**src/rtl/ser_frame_ctrl_if.sv**
```systemverilog
// ---------------------------------------------------------------------------
// ser_frame_ctrl_if
// Sample-word handshake between the radio sample capture (master) and the
// frame scheduler (slave).
//   DIN        sample word, WORD_W bits
//   DIN_VALID  DIN carries a sample this cycle
//   DIN_READY  scheduler FIFO can accept a word this cycle
// ---------------------------------------------------------------------------
interface ser_frame_ctrl_if #(
    parameter int WORD_W = 8
) ();
    logic [WORD_W-1:0] DIN;
    logic              DIN_VALID;
    logic              DIN_READY;

    modport master (output DIN, output DIN_VALID, input  DIN_READY);
    modport slave  (input  DIN, input  DIN_VALID, output DIN_READY);
endinterface

```
**src/rtl/ser_frame_ctrl.sv**
```systemverilog
// ---------------------------------------------------------------------------
// ser_frame_ctrl
// Frame scheduler for the radio serial link. Buffers sample words in a
// 2-entry FIFO and emits SYNC_WORD followed by FRAME_LEN sample words, MSB
// first, one bit per SYS_CLK. A missing sample is replaced by FILL_WORD.
// Ports:
//   SYS_CLK    bit clock, all logic on rising edge
//   RST        synchronous reset, active high
//   EN         run enable, looked at only in IDLE and at frame end
//   din_if     sample-word handshake (slave side)
//   DATA_OUT   serial bit (registered)
//   SYNC       high while a header bit is on DATA_OUT (registered)
//   BUSY       high while a frame is being sent
//   OVERFLOW   sticky: a word was offered while the FIFO was full
//   UNDERRUN   sticky: FILL_WORD was sent at least once
//   FRAME_CNT  completed frames, wraps
// ---------------------------------------------------------------------------
module ser_frame_ctrl #(
    parameter int                WORD_W    = 8,
    parameter int                FRAME_LEN = 64,
    parameter logic [WORD_W-1:0] SYNC_WORD = 8'hA5,
    parameter logic [WORD_W-1:0] FILL_WORD = 8'h00
) (
    input  logic                   SYS_CLK,
    input  logic                   RST,
    input  logic                   EN,
    ser_frame_ctrl_if.slave        din_if,
    output logic                   DATA_OUT,
    output logic                   SYNC,
    output logic                   BUSY,
    output logic                   OVERFLOW,
    output logic                   UNDERRUN,
    output logic [15:0]            FRAME_CNT
);
    localparam int BI_W = $clog2(WORD_W);
    localparam int WC_W = (FRAME_LEN > 1) ? $clog2(FRAME_LEN) : 1;
    localparam logic [BI_W-1:0] LAST_BIT  = BI_W'(WORD_W - 1);
    localparam logic [WC_W-1:0] LAST_WORD = WC_W'(FRAME_LEN - 1);

    typedef enum logic [1:0] {IDLE, HDR, DATA} state_t;

    state_t            state_q;
    logic [WORD_W-1:0] shreg_q;
    logic [BI_W-1:0]   bit_idx_q;
    logic [WC_W-1:0]   word_cnt_q;
    logic              data_out_q, sync_q, busy_q, overflow_q, underrun_q;
    logic [15:0]       frame_cnt_q;

    // 2-entry FIFO storage and pointers
    logic [WORD_W-1:0] mem_q [2];
    logic              wr_ptr_q, rd_ptr_q;
    logic [1:0]        count_q;

    logic              ready;
    logic              push;
    logic              load_word;
    logic              pop;
    logic              fifo_empty;
    logic [WORD_W-1:0] next_word;

    // READY comes from the stored count only: a pop in the same cycle does
    // not free a slot early.
    assign ready            = (count_q != 2'd2);
    assign din_if.DIN_READY = ready;
    assign push             = din_if.DIN_VALID && ready;
    assign fifo_empty       = (count_q == 2'd0);

    // A new sample word is needed on the cycle the current word's last bit is
    // on the line: end of header, or end of a data word that is not the last.
    always_comb begin
        load_word = 1'b0;
        if (bit_idx_q == LAST_BIT) begin
            if (state_q == HDR)
                load_word = 1'b1;
            else if (state_q == DATA && word_cnt_q < LAST_WORD)
                load_word = 1'b1;
        end
        pop       = load_word && !fifo_empty;
        next_word = fifo_empty ? FILL_WORD : mem_q[rd_ptr_q];
    end

    generate
        for (genvar gi = 0; gi < 2; gi++) begin : g_fifo_mem
            always_ff @(posedge SYS_CLK) begin
                if (push && wr_ptr_q == 1'(gi))
                    mem_q[gi] <= din_if.DIN;
            end
        end
    endgenerate

    always_ff @(posedge SYS_CLK) begin
        if (RST) begin
            state_q     <= IDLE;
            shreg_q     <= '0;
            bit_idx_q   <= '0;
            word_cnt_q  <= '0;
            data_out_q  <= 1'b0;
            sync_q      <= 1'b0;
            busy_q      <= 1'b0;
            overflow_q  <= 1'b0;
            underrun_q  <= 1'b0;
            frame_cnt_q <= '0;
            wr_ptr_q    <= 1'b0;
            rd_ptr_q    <= 1'b0;
            count_q     <= '0;
        end else begin
            count_q <= count_q + {1'b0, push} - {1'b0, pop};
            if (push) wr_ptr_q <= ~wr_ptr_q;
            if (pop)  rd_ptr_q <= ~rd_ptr_q;
            if (din_if.DIN_VALID && !ready) overflow_q <= 1'b1;

            case (state_q)
                IDLE: begin
                    data_out_q <= 1'b0;
                    sync_q     <= 1'b0;
                    if (EN && !fifo_empty) begin
                        shreg_q    <= SYNC_WORD;
                        data_out_q <= SYNC_WORD[WORD_W-1];
                        sync_q     <= 1'b1;
                        busy_q     <= 1'b1;
                        bit_idx_q  <= '0;
                        state_q    <= HDR;
                    end
                end
                HDR, DATA: begin
                    if (load_word) begin
                        shreg_q    <= next_word;
                        data_out_q <= next_word[WORD_W-1];
                        sync_q     <= 1'b0;
                        bit_idx_q  <= '0;
                        word_cnt_q <= (state_q == HDR) ? '0 : word_cnt_q + 1'b1;
                        if (fifo_empty) underrun_q <= 1'b1;
                        state_q    <= DATA;
                    end else if (bit_idx_q == LAST_BIT) begin
                        // Last bit of the last data word: frame done.
                        frame_cnt_q <= frame_cnt_q + 16'd1;
                        bit_idx_q   <= '0;
                        if (EN) begin
                            // Back-to-back header, even with an empty FIFO.
                            shreg_q    <= SYNC_WORD;
                            data_out_q <= SYNC_WORD[WORD_W-1];
                            sync_q     <= 1'b1;
                            state_q    <= HDR;
                        end else begin
                            data_out_q <= 1'b0;
                            sync_q     <= 1'b0;
                            busy_q     <= 1'b0;
                            state_q    <= IDLE;
                        end
                    end else begin
                        shreg_q    <= shreg_q << 1;
                        data_out_q <= shreg_q[WORD_W-2];
                        bit_idx_q  <= bit_idx_q + 1'b1;
                    end
                end
                default: state_q <= IDLE;
            endcase
        end
    end

    assign DATA_OUT  = data_out_q;
    assign SYNC      = sync_q;
    assign BUSY      = busy_q;
    assign OVERFLOW  = overflow_q;
    assign UNDERRUN  = underrun_q;
    assign FRAME_CNT = frame_cnt_q;
endmodule
```
**src/flat_wrapper.sv**
```systemverilog
// flat-port wrapper written by rule: the top's interface ports become plain ports
module ser_frame_ctrl_flat 
#(
    parameter int                WORD_W    = 8,
    parameter int                FRAME_LEN = 64,
    parameter logic [WORD_W-1:0] SYNC_WORD = 8'hA5,
    parameter logic [WORD_W-1:0] FILL_WORD = 8'h00
)
  (SYS_CLK, RST, EN, DATA_OUT, SYNC, BUSY, OVERFLOW, UNDERRUN, FRAME_CNT, din_if_DIN, din_if_DIN_VALID, din_if_DIN_READY);
  ser_frame_ctrl_if #(.WORD_W(WORD_W)) din_if_i ();
  input  logic SYS_CLK;
  input  logic RST;
  input  logic EN;
  output logic DATA_OUT;
  output logic SYNC;
  output logic BUSY;
  output logic OVERFLOW;
  output logic UNDERRUN;
  output logic [15:0] FRAME_CNT;
  input wire logic [$bits(din_if_i.DIN)-1:0] din_if_DIN;
  input wire logic [$bits(din_if_i.DIN_VALID)-1:0] din_if_DIN_VALID;
  output wire logic [$bits(din_if_i.DIN_READY)-1:0] din_if_DIN_READY;
  assign din_if_i.DIN = din_if_DIN;
  assign din_if_i.DIN_VALID = din_if_DIN_VALID;
  assign din_if_DIN_READY = din_if_i.DIN_READY;
  ser_frame_ctrl #(.WORD_W(WORD_W), .FRAME_LEN(FRAME_LEN), .SYNC_WORD(SYNC_WORD), .FILL_WORD(FILL_WORD)) u_core (.SYS_CLK(SYS_CLK), .RST(RST), .EN(EN), .din_if(din_if_i), .DATA_OUT(DATA_OUT), .SYNC(SYNC), .BUSY(BUSY), .OVERFLOW(OVERFLOW), .UNDERRUN(UNDERRUN), .FRAME_CNT(FRAME_CNT));
endmodule
```
**config.mk**
```make
export PLATFORM = sky130hd
export DESIGN_NAME = ser_frame_ctrl_flat
export DESIGN_NICKNAME = d
export VERILOG_FILES = /design/src/rtl/ser_frame_ctrl_if.sv /design/src/rtl/ser_frame_ctrl.sv /design/src/flat_wrapper.sv
export SDC_FILE = /design/constraint.sdc
export NUM_CORES = 1
export LEC_CHECK = 0
export CAP_MARGIN = 20
export CELL_PAD_IN_SITES_DETAIL_PLACEMENT = 1
export CELL_PAD_IN_SITES_GLOBAL_PLACEMENT = 2
export CORE_UTILIZATION = 30
export DETAILED_ROUTE_END_ITERATION = 7
export PLACE_DENSITY_LB_ADDON = 0.1
export SYNTH_ARGS = -nofsm -noshare
export SYNTH_HDL_FRONTEND = slang
export SYNTH_SLANG_ARGS = --single-unit
```
**constraint.sdc**
```tcl
create_clock -name SYS_CLK -period 2.6 [get_ports SYS_CLK]
set_input_delay 0.52 -clock SYS_CLK [delete_from_list [all_inputs] [get_ports SYS_CLK]]
set_output_delay 0.52 -clock SYS_CLK [all_outputs]
set_load 0.02 [all_outputs]
```
# == After elaboration in Yosys (flattened, before gate mapping) ==
# Memory sizes are Yosys's and may differ from the RTL's. A register that Yosys moved wholly into a read port is not among the register bits.
# Cells that the tools add are included.
# classes
n_eq_ne,10
magnitude_cmp,1
add_sub_neg,5
bitwise,3
muxes,41
n_reduce_logical,22
# op_table
op,n
7-bit 2-to-1 mux,4
1-bit 2-to-1 mux,22
"16-bit by 1-bit adder with 16-bit output, second input constant",1
8-bit 2-to-1 mux,2
7-bit one-hot mux with 2 select lines,1
3-bit 2-to-1 mux,3
3-bit AND reduction,3
2-bit AND reduction,4
8-bit OR reduction,1
1-bit logical AND,7
"6-bit by 1-bit adder with 6-bit output, second input constant",1
"6-bit < comparator, second input constant",1
2-bit 2-to-1 mux,3
6-bit 2-to-1 mux,1
"2-bit != test, second input constant",3
1-bit one-hot mux with 2 select lines,3
3-bit one-hot mux with 2 select lines,1
5-bit AND reduction,1
2-bit zero test,2
"2-bit by 1-bit != test with 1-bit output, second input constant",2
"4-bit by 3-bit != test with 1-bit output, second input constant",1
2-bit one-hot mux with 2 select lines,1
"3-bit by 1-bit adder with 3-bit output, second input constant",1
"3-bit == test, second input constant",1
9 further kinds,12
# word_totals
ramBits,16
inputBits,12
n_memories,1
ff_bits,43
# memory_table
memory,words,width,rd,rd_ports_with_merged_regs,write_ports,line,rtl
u_core.mem_q,2,8,1,1,1,ser_frame_ctrl.sv:50,logic [WORD_W-1:0] mem_q [2];

# == Longest topological paths before layout ==
# Gate-level depths: netlist of the first run.
# depth
word_depth,8
mapped_depth,10
mapped_depth_nobuf,10

# == Worst setup path after synthesis of the first run ==
# OpenSTA, ideal clock, no wires.
# synth_timing
path_type,reg-to-reg
startpoint,register u_core.state_q[1]
endpoint,register u_core.count_q[1]
t_arrival_ns,2.018
t_required_ns,2.472
path_stages_with_launch,11
path_slack_ns,0.455
n_path_buf,0
path_cell_list,dfxtp_1 > inv_1 > ha_1 > and3b_4 > a211oi_4 > ha_1 > inv_1 > ha_1 > xor2_1 > xnor2_1 > nor2_1
# synth_between
elab_chain_cells,7
word_cells_on_any_way,8
classes_between,add/sub: 1; eq/ne: 2; mux: 3; reduce/logical: 2
# synth_lines
item,line,rtl
"start, declared",ser_frame_ctrl.sv:42,state_t state_q;
"start signal, assigned",ser_frame_ctrl.sv:93,state_q <= IDLE;
"start signal, assigned",ser_frame_ctrl.sv:122,state_q <= HDR;
"start signal, assigned",ser_frame_ctrl.sv:133,state_q <= DATA;
2-bit == test,ser_frame_ctrl.sv:75,else if (state_q == DATA && word_cnt_q < LAST_WORD)
1-bit logical AND,ser_frame_ctrl.sv:75,
1-bit 2-to-1 mux,ser_frame_ctrl.sv:75,
1-bit 2-to-1 mux *,ser_frame_ctrl.sv:73,if (state_q == HDR)
1-bit 2-to-1 mux *,ser_frame_ctrl.sv:72,if (bit_idx_q == LAST_BIT) begin
1-bit logical AND *,ser_frame_ctrl.sv:78,pop = load_word && !fifo_empty;
named net u_core.pop,ser_frame_ctrl.sv:57,logic pop;
2-bit by 1-bit subtractor with 2-bit output *,ser_frame_ctrl.sv:107,"count_q <= count_q + {1'b0, push} - {1'b0, pop};"
"end signal, assigned",ser_frame_ctrl.sv:107,
"end, declared",ser_frame_ctrl.sv:52,logic [1:0] count_q;
# Mark *: on every way through the listed nets, which the timed path passes. The rest lies on a longest branch.
# A chain may end at the register's enable or synchronous reset.

# == Final worst setup path of the first run ==
# layout_timing
startpoint,register u_core.bit_idx_q[0]
endpoint,register u_core.count_q[1]
# layout_between
elab_chain_cells,4
# layout_lines
item,line,rtl
"start, declared",ser_frame_ctrl.sv:44,logic [BI_W-1:0] bit_idx_q;
"start signal, assigned",ser_frame_ctrl.sv:153,bit_idx_q <= bit_idx_q + 1'b1;
3-bit == test,ser_frame_ctrl.sv:72,
1-bit 2-to-1 mux,ser_frame_ctrl.sv:72,
1-bit logical AND,ser_frame_ctrl.sv:78,
named net u_core.pop,ser_frame_ctrl.sv:57,
2-bit by 1-bit subtractor with 2-bit output,ser_frame_ctrl.sv:107,
# The timed path passes the listed nets, and every way through them passes these cells.

==> impl_summary.txt, run 1 <==
----------------------------------------------------
[Yosys]
  Mapped Cells ... 298
  Warnings from Yosys ... 0
  Cell area after synthesis ... 2957 sq um
  Post-synthesis sequential element count ... 60
  Synthesized net count ... between 300 and 400
  Number of unique standard cell types used by synthesis ... 55
  Area fraction of the dominant cell type after synthesis ... 0.2979
  Number of flops mapped to enable cells by yosys ... 16
  Fraction of synthesis flops using an asynchronous set or reset pin ... 0
  Most numerous cell types in the synthesized netlist ... 44 x dfxtp_1, 22 x a21oi_1, 22 x nor2_1, 17 x inv_1, 17 x nand2_1
  Share of the yosys chip area belonging to registers ... 0.4604
  Main flop type after synthesis ... dfxtp_1
  Count leader, synth ... dfxtp_1
  Post-synth top area cell ... dfxtp_1
  Avg Inst Size Synth ... between 9 and 10 sq um
  Top area cells in the synthesized netlist ... dfxtp_1 30%, edfxtp_1 16%, ha_1 4.2%

[Final layout]
  Net count reported at finish ... around 360
  Area growth, synth to finish ... 22.68%
  N_diodes ... 0
  Layout cell share with drive strength beyond 1 ... 0.1491
  Filler cells ... approximately 1,100

[Timing]
  Setup Viol. Count Final ... 0
  Final-layout setup total negative slack ... 0 ns
  Final Skew ... between 0.008 and 0.009 ns
  Highest attainable clock frequency ... ~440 MHz
  Unrepaired setup endpoints after global routing ... no
  Max-Slew Margin vs Limit ... 0.5932
  Final-report max-slew violation count ... 0
  Final count of hold timing violations ... 0
  Final critical-path required period ... roughly 2.3 ns
  Minimum hold slack ... around 0.46 ns
  Share of the clock period used by the worst path ... 0.8827
  Least-Margin Pin Slew ... slightly above 0.6 ns
  Worst path setup slack after routing ... between 0.3 and 0.4 ns

[Worst setup path]
  Delay of the slowest cell on the worst path ... 0.35 ns
  Kind of launch point of the worst setup path ... flip-flop
  CP max-delay cell ... dfxtp_1
  Most frequent cell on the critical path ... ha_1
  Worst-path cell chain ... ha_1 -> ha_1 -> o21ai_0 -> a211oi_4 -> ha_1 -> inv_1 -> ha_1 -> xor2_1 -> xnor2_1 -> nor2_1
  Critical setup path kind ... flip-flop to flip-flop
  Critical path buffer and inverter count ... 1
  Kind of end point of the critical path ... flip-flop
  CP delay by family, top ... adder cells
  Worst Path Arrival ... roughly 2.5 ns
  Top fanout value on the critical path ... 8
  Required @ worst endpoint ... roughly 2.8 ns

[Clock tree]
  # resized after CTS ... 0
  Clock latency on the worst-skew pair ... 0.34 ns
  Sinks on the clock net ... 60
  Number of hold buffers added after CTS ... 0
  Number of levels the H-tree was split into ... 3
  Clock tree from TritonCTS ... done
  Setup Fix Bufs, Post-CTS ... 0
  Max clock buf depth ... 2
  Num CTS Buffers ... 9
  Root cell of the clock tree ... clkbuf_8
  Clock Pin Slew Worst Setup and Hold Paths ... ~0.070 ns

[Route]
  Final routed DRC violation total ... 0
  Starting DRC count in detailed routing ... between 40 and 50
  Detailed-router iteration count before antenna repair ... 4
  Number of routed nets with antenna violations ... 0
  Routed wire length ... between 7 and 8 mm
  Wire length per cell ... 15.53 um
  Total number of vias ... 2,333
  Post-DR vias/cell ... 4.953

[Pwr]
  Power density relative to cell area ... about 660 nW/um^2
  Static power due to leakage ... approximately 1.3 nW
  Worst IR Drop VDD ... between 200 and 300 uV
  Overall Power ... 2.380 mW

[Run status]
  Run status ... finished, final reports clean

[Placement]
  Count of buffers inserted at the top-level ports ... 33
  Routability-driven placement congestion ratio ... 0.7329
  DP Worst Slack ... around 0.25 ns
  HPWL after DPL ... between 5 and 6 mm

[Die]
  Floorplan die area ... 10,260 sq um
  Area of the core ... 9371 sq um
  Initial cell density of the core ... 0.3155
  Height of the die ... about 100 um
  Standard-cell rows ... 35
  I/O Pins ... 34
  Die W ... 101.3 um

[Global route]
  Maximum number of pins on one net before global-route repair ... 26
  Residual overflow from global routing ... 0
  Total track usage ... 0.1596
  First-pass GRT wire length ... approximately 12 mm
  Via count of the first global-routing pass ... around 2,400
  Antenna violations before repair ... 0

[Run]
  Max Cap Viol ... 0

[Worst hold path]
  Hold Path Class ... flip-flop to flip-flop

----------------------------------------------------
final timing paths:
path                                    startpoint                                to  slack [ns]  cells past startpoint
setup reg to reg  u_core.bit_idx_q[0]$_SDFFE_PP0P_      u_core.count_q[1]$_SDFF_PP0_        0.31                     10
hold / removal    u_core.bit_idx_q[2]$_SDFFE_PP0P_  u_core.bit_idx_q[2]$_SDFFE_PP0P_        0.46                      2
setup / recovery  u_core.bit_idx_q[0]$_SDFFE_PP0P_      u_core.count_q[1]$_SDFF_PP0_        0.31                     10
hold reg to reg   u_core.bit_idx_q[2]$_SDFFE_PP0P_  u_core.bit_idx_q[2]$_SDFFE_PP0P_        0.46                      2
registers in the layout, indices dropped and copies added, names as in the netlist, named ones only:
signal             cells
u_core.word_cnt_q      6
u_core.bit_idx_q       3
u_core.UNDERRUN        1
u_core.state_q         2
u_core.mem_q          16
u_core.count_q         2
u_core.shreg_q         7
u_core.SYNC            1
u_core.FRAME_CNT      16
u_core.wr_ptr_q        1
u_core.DATA_OUT        1
u_core.BUSY            1
u_core.rd_ptr_q        1
u_core.OVERFLOW        1
cell families (layout without fill, tap and decap cells):
kind of cell / after synthesis / count (layout) / synth area share
mux: 14 / 14 / 0.05248
compound gates: 76 / 76 / 0.1866
fa+ha+maj: 10 / 10 / 0.04232
xor+xnor: 5 / 5 / 0.01481
simple gates: 102 / 102 / 0.1934
flops: 60 / 60 / 0.4604
buf+inv: 31 / 75 / 0.04994
layer usage:
layer | vias up | routed length (um) | GRT usage
li1 | 1173 | - | -
met1 | 1132 | 3637 | 0.2158
met2 | 21 | 3381 | 0.2459
met3 | 7 | 204 | 0.04693
met4 | 0 | 90 | 0.04682
met5 | - | 0 | 0
layout by cell type, fill, tap and decap left out, types with 5 or more instances in the layout:
master | synthesis | final
buf_4 | 4 | 9
edfxtp_1 | 16 | 16
o21ai_0 | 14 | 14
o31ai_1 | 7 | 7
and3_1 | 6 | 6
a2bb2oi_1 | 5 | 5
mux2_2 | 10 | 10
nand3_1 | 15 | 15
nor2b_1 | 8 | 8
nor2_1 | 22 | 22
clkdlybuf4s50_1 | 0 | 32
inv_1 | 17 | 17
or4_1 | 6 | 6
a21oi_1 | 22 | 22
nand2_1 | 17 | 17
ha_1 | 10 | 10
dfxtp_1 | 44 | 44
or3_1 | 8 | 8
clkbuf_8 | 0 | 9
area by class of cell:
cell class              instances  area, sq um  area share
multi-input cells             207         1448      0.3991
flip-flops and latches         60         1361      0.3753
repair buffers                 42        392.9      0.1083
well taps                     129        161.4     0.04450
clock buffers                   9        123.9     0.03415
clock inverters                 7        76.32     0.02104
inverters                      17        63.81     0.01759
report_power, final:
group          internal [mW]  total [mW]  leakage (nW)  switching, mW
Sequential              1.02        1.05         0.506         0.0304
Combinational          0.185       0.476         0.656          0.292
Clock                  0.446       0.851        0.0958          0.405
per-stage QoR:
step | cell area [sq um] | cells | utilization
floorplan | 2957 | 298 | -
global placement | 3427 | 455 | 0.3657
detailed placement | 3427 | 455 | 0.3657
CTS | 3627 | 471 | 0.3870
global route | 3627 | 471 | 0.3870
finish | 3627 | 471 | 0.3870
worst reg2reg max path, delay by kind of cell, from the launching register on:
kind	cells	cell delay, ns
adders and majority gates	4	0.89
AOI/OAI and AO/OA	2	0.50
DFF	1	0.35
xor gates and xnor gates	2	0.34
buffers and inverters	1	0.06
and+or+nand+nor	1	0.05
(Power assumes the default switching activity.)
==> run 2: changes to the inputs <==
--- a/config.mk
+++ b/config.mk
@@ -8,6 +8,7 @@
 export CAP_MARGIN = 20
 export CELL_PAD_IN_SITES_DETAIL_PLACEMENT = 1
 export CELL_PAD_IN_SITES_GLOBAL_PLACEMENT = 2
+export CORE_MARGIN = 5
 export CORE_UTILIZATION = 30
 export DETAILED_ROUTE_END_ITERATION = 7
 export PLACE_DENSITY_LB_ADDON = 0.1
==> impl_summary.txt, run 2 (synthesis gave the netlist of run 1 again) <==
----------------------------------------------------
[Run status]
  Run status ... finished, final reports clean

[Timing]
  Minimum hold slack ... between 0.4 and 0.5 ns
  Final critical-path required period ... ~2.3 ns
  Max-Slew Margin vs Limit ... 0.4941
  Share of the clock period used by the worst path ... 0.8893
  Unrepaired setup endpoints after global routing ... no
  Highest attainable clock frequency ... about 430 MHz
  Final-report max-slew violation count ... 0
  Final count of hold timing violations ... 0
  Worst path setup slack after routing ... between 0.2 and 0.3 ns
  Setup Viol. Count Final ... 0
  Final Skew ... between 0.01 and 0.015 ns
  Least-Margin Pin Slew ... about 0.76 ns
  Final-layout setup total negative slack ... 0 ns

[Clock tree]
  Clock latency on the worst-skew pair ... approximately 0.35 ns
  Sinks on the clock net ... 60
  # resized after CTS ... 0
  Num CTS Buffers ... 9
  Clock Pin Slew Worst Setup and Hold Paths ... 0.08 ns
  Setup Fix Bufs, Post-CTS ... 0
  Root cell of the clock tree ... clkbuf_8
  Number of hold buffers added after CTS ... 0
  Number of levels the H-tree was split into ... 3
  Max clock buf depth ... 2
  Clock tree from TritonCTS ... done

[Final layout]
  Filler cells ... around 1,100
  Area growth, synth to finish ... 22.64%
  Leading cell types in the layout, fill and taps excluded ... 44 x dfxtp_1, 33 x clkdlybuf4s50_1, 22 x nor2_1, 22 x a21oi_1
  N_diodes ... 0
  Utilization after layout ... 0.3744
  Leading cell type in the layout, fill and taps excluded ... dfxtp_1
  Finished Cell Area ... roughly 3600 sq um
  Layout cell share with drive strength beyond 1 ... 0.1462
  Non-filler cells in the finished layout ... 475
  Net count reported at finish ... 359

[Global route]
  Maximum number of pins on one net before global-route repair ... 47
  First-pass GRT wire length ... between 10 and 15 mm
  Antenna violations before repair ... 0
  Via count of the first global-routing pass ... 2,478
  Met1 usage in global routing ... 0.1851
  Met3 layer usage reported by global route ... 0.03493
  Total track usage ... 0.1376
  Busiest metal layer after global routing ... met2
  Grt met2 use ... 0.2140
  Residual overflow from global routing ... 0

[Pwr]
  Worst IR Drop VDD ... 255.4 uV
  Static power due to leakage ... ~1.3 nW
  Overall Power ... 2.298 mW
  Power density relative to cell area ... roughly 630 nW/um^2

[Die]
  Die W ... 109.3 um
  Standard-cell rows ... 36
  Area of the core ... just under 10,000 sq um
  I/O Pins ... 34
  Initial cell density of the core ... 0.3053
  Height of the die ... between 100 and 150 um
  Floorplan die area ... approximately 12,000 sq um

[Worst setup path]
  Required @ worst endpoint ... 2.83 ns
  CP max-delay cell ... ha_1
  Reg-to-reg startpoint ... u_core.state_q[0]$_SDFFE_PP0P_
  Kind of end point of the critical path ... flip-flop
  Worst Path Arrival ... 2.54 ns
  Kind of launch point of the worst setup path ... flip-flop
  Delay of the slowest cell on the worst path ... around 0.42 ns
  CP delay by family, top ... simple AND/OR/NAND/NOR gates
  Top fanout value on the critical path ... 10
  Critical setup path kind ... flip-flop to flip-flop
  Critical path buffer and inverter count ... 1
  Beginning of the critical path ... u_core.state_q[0]$_SDFFE_PP0P_
  Worst-path cell chain ... inv_1 -> ha_1 -> and3_1 -> nand2_4 -> nor4_1 -> mux2_2

[Placement]
  DP Worst Slack ... 0.2131 ns
  Routability-driven placement congestion ratio ... just over 0.7
  HPWL after DPL ... ~5.5 mm
  DP Area ... ~3400 sq um
  Count of buffers inserted at the top-level ports ... 33
  Placed cells ... 459

[Route]
  Number of routed nets with antenna violations ... 0
  Total number of vias ... 2,386
  Routed wire length ... about 7.5 mm
  Detailed-router iteration count before antenna repair ... 4
  Final routed DRC violation total ... 0
  Wire length per cell ... around 16 um
  Post-DR vias/cell ... roughly 5
  Starting DRC count in detailed routing ... between 70 and 80

[Worst hold path]
  Worst hold path startpoint ... u_core.bit_idx_q[1]$_SDFFE_PP0P_
  Hold Path Class ... flip-flop to flip-flop

[Run]
  Max Cap Viol ... 0

----------------------------------------------------
[run 2: where the power goes]
group          switching, mW  leakage [nW]  internal, mW
clock network          0.412        0.0896         0.350
registers             0.0286         0.506          1.02
logic                  0.299         0.661         0.186
total                  0.740          1.26          1.56
[run 2: worst paths after layout]
check,end,slack [ns],depth (start not counted)
setup / recovery,u_core.FRAME_CNT[15]$_SDFFE_PP0P_,0.29,6
hold / removal,u_core.bit_idx_q[1]$_SDFFE_PP0P_,0.46,2
setup reg to reg,u_core.FRAME_CNT[15]$_SDFFE_PP0P_,0.29,6
hold reg to reg,u_core.bit_idx_q[1]$_SDFFE_PP0P_,0.46,2
[run 2: worst min-delay path, stage by stage (launching register included)]
cell and delay, ns:
dfxtp_1 0.32, nand2_1 0.05, a21oi_1 0.05
[run 2: routing by layer]
metal	share of wire	routed length, um
met1	0.50	3765
met2	0.46	3490
met3	0.026	197
met4	0.013	95
met5	0	0
[run 2: cell type report]
cell class | count | area, sq um | share of cell area
clock buffer | 9 | 123.9 | 0.03416
tap | 133 | 166.4 | 0.04589
sequential | 60 | 1361 | 0.3754
clock inverter | 7 | 52.55 | 0.01449
timing repair buffer | 42 | 410.4 | 0.1132
multi-input combinational | 207 | 1448 | 0.3992
inverter | 17 | 63.81 | 0.01760
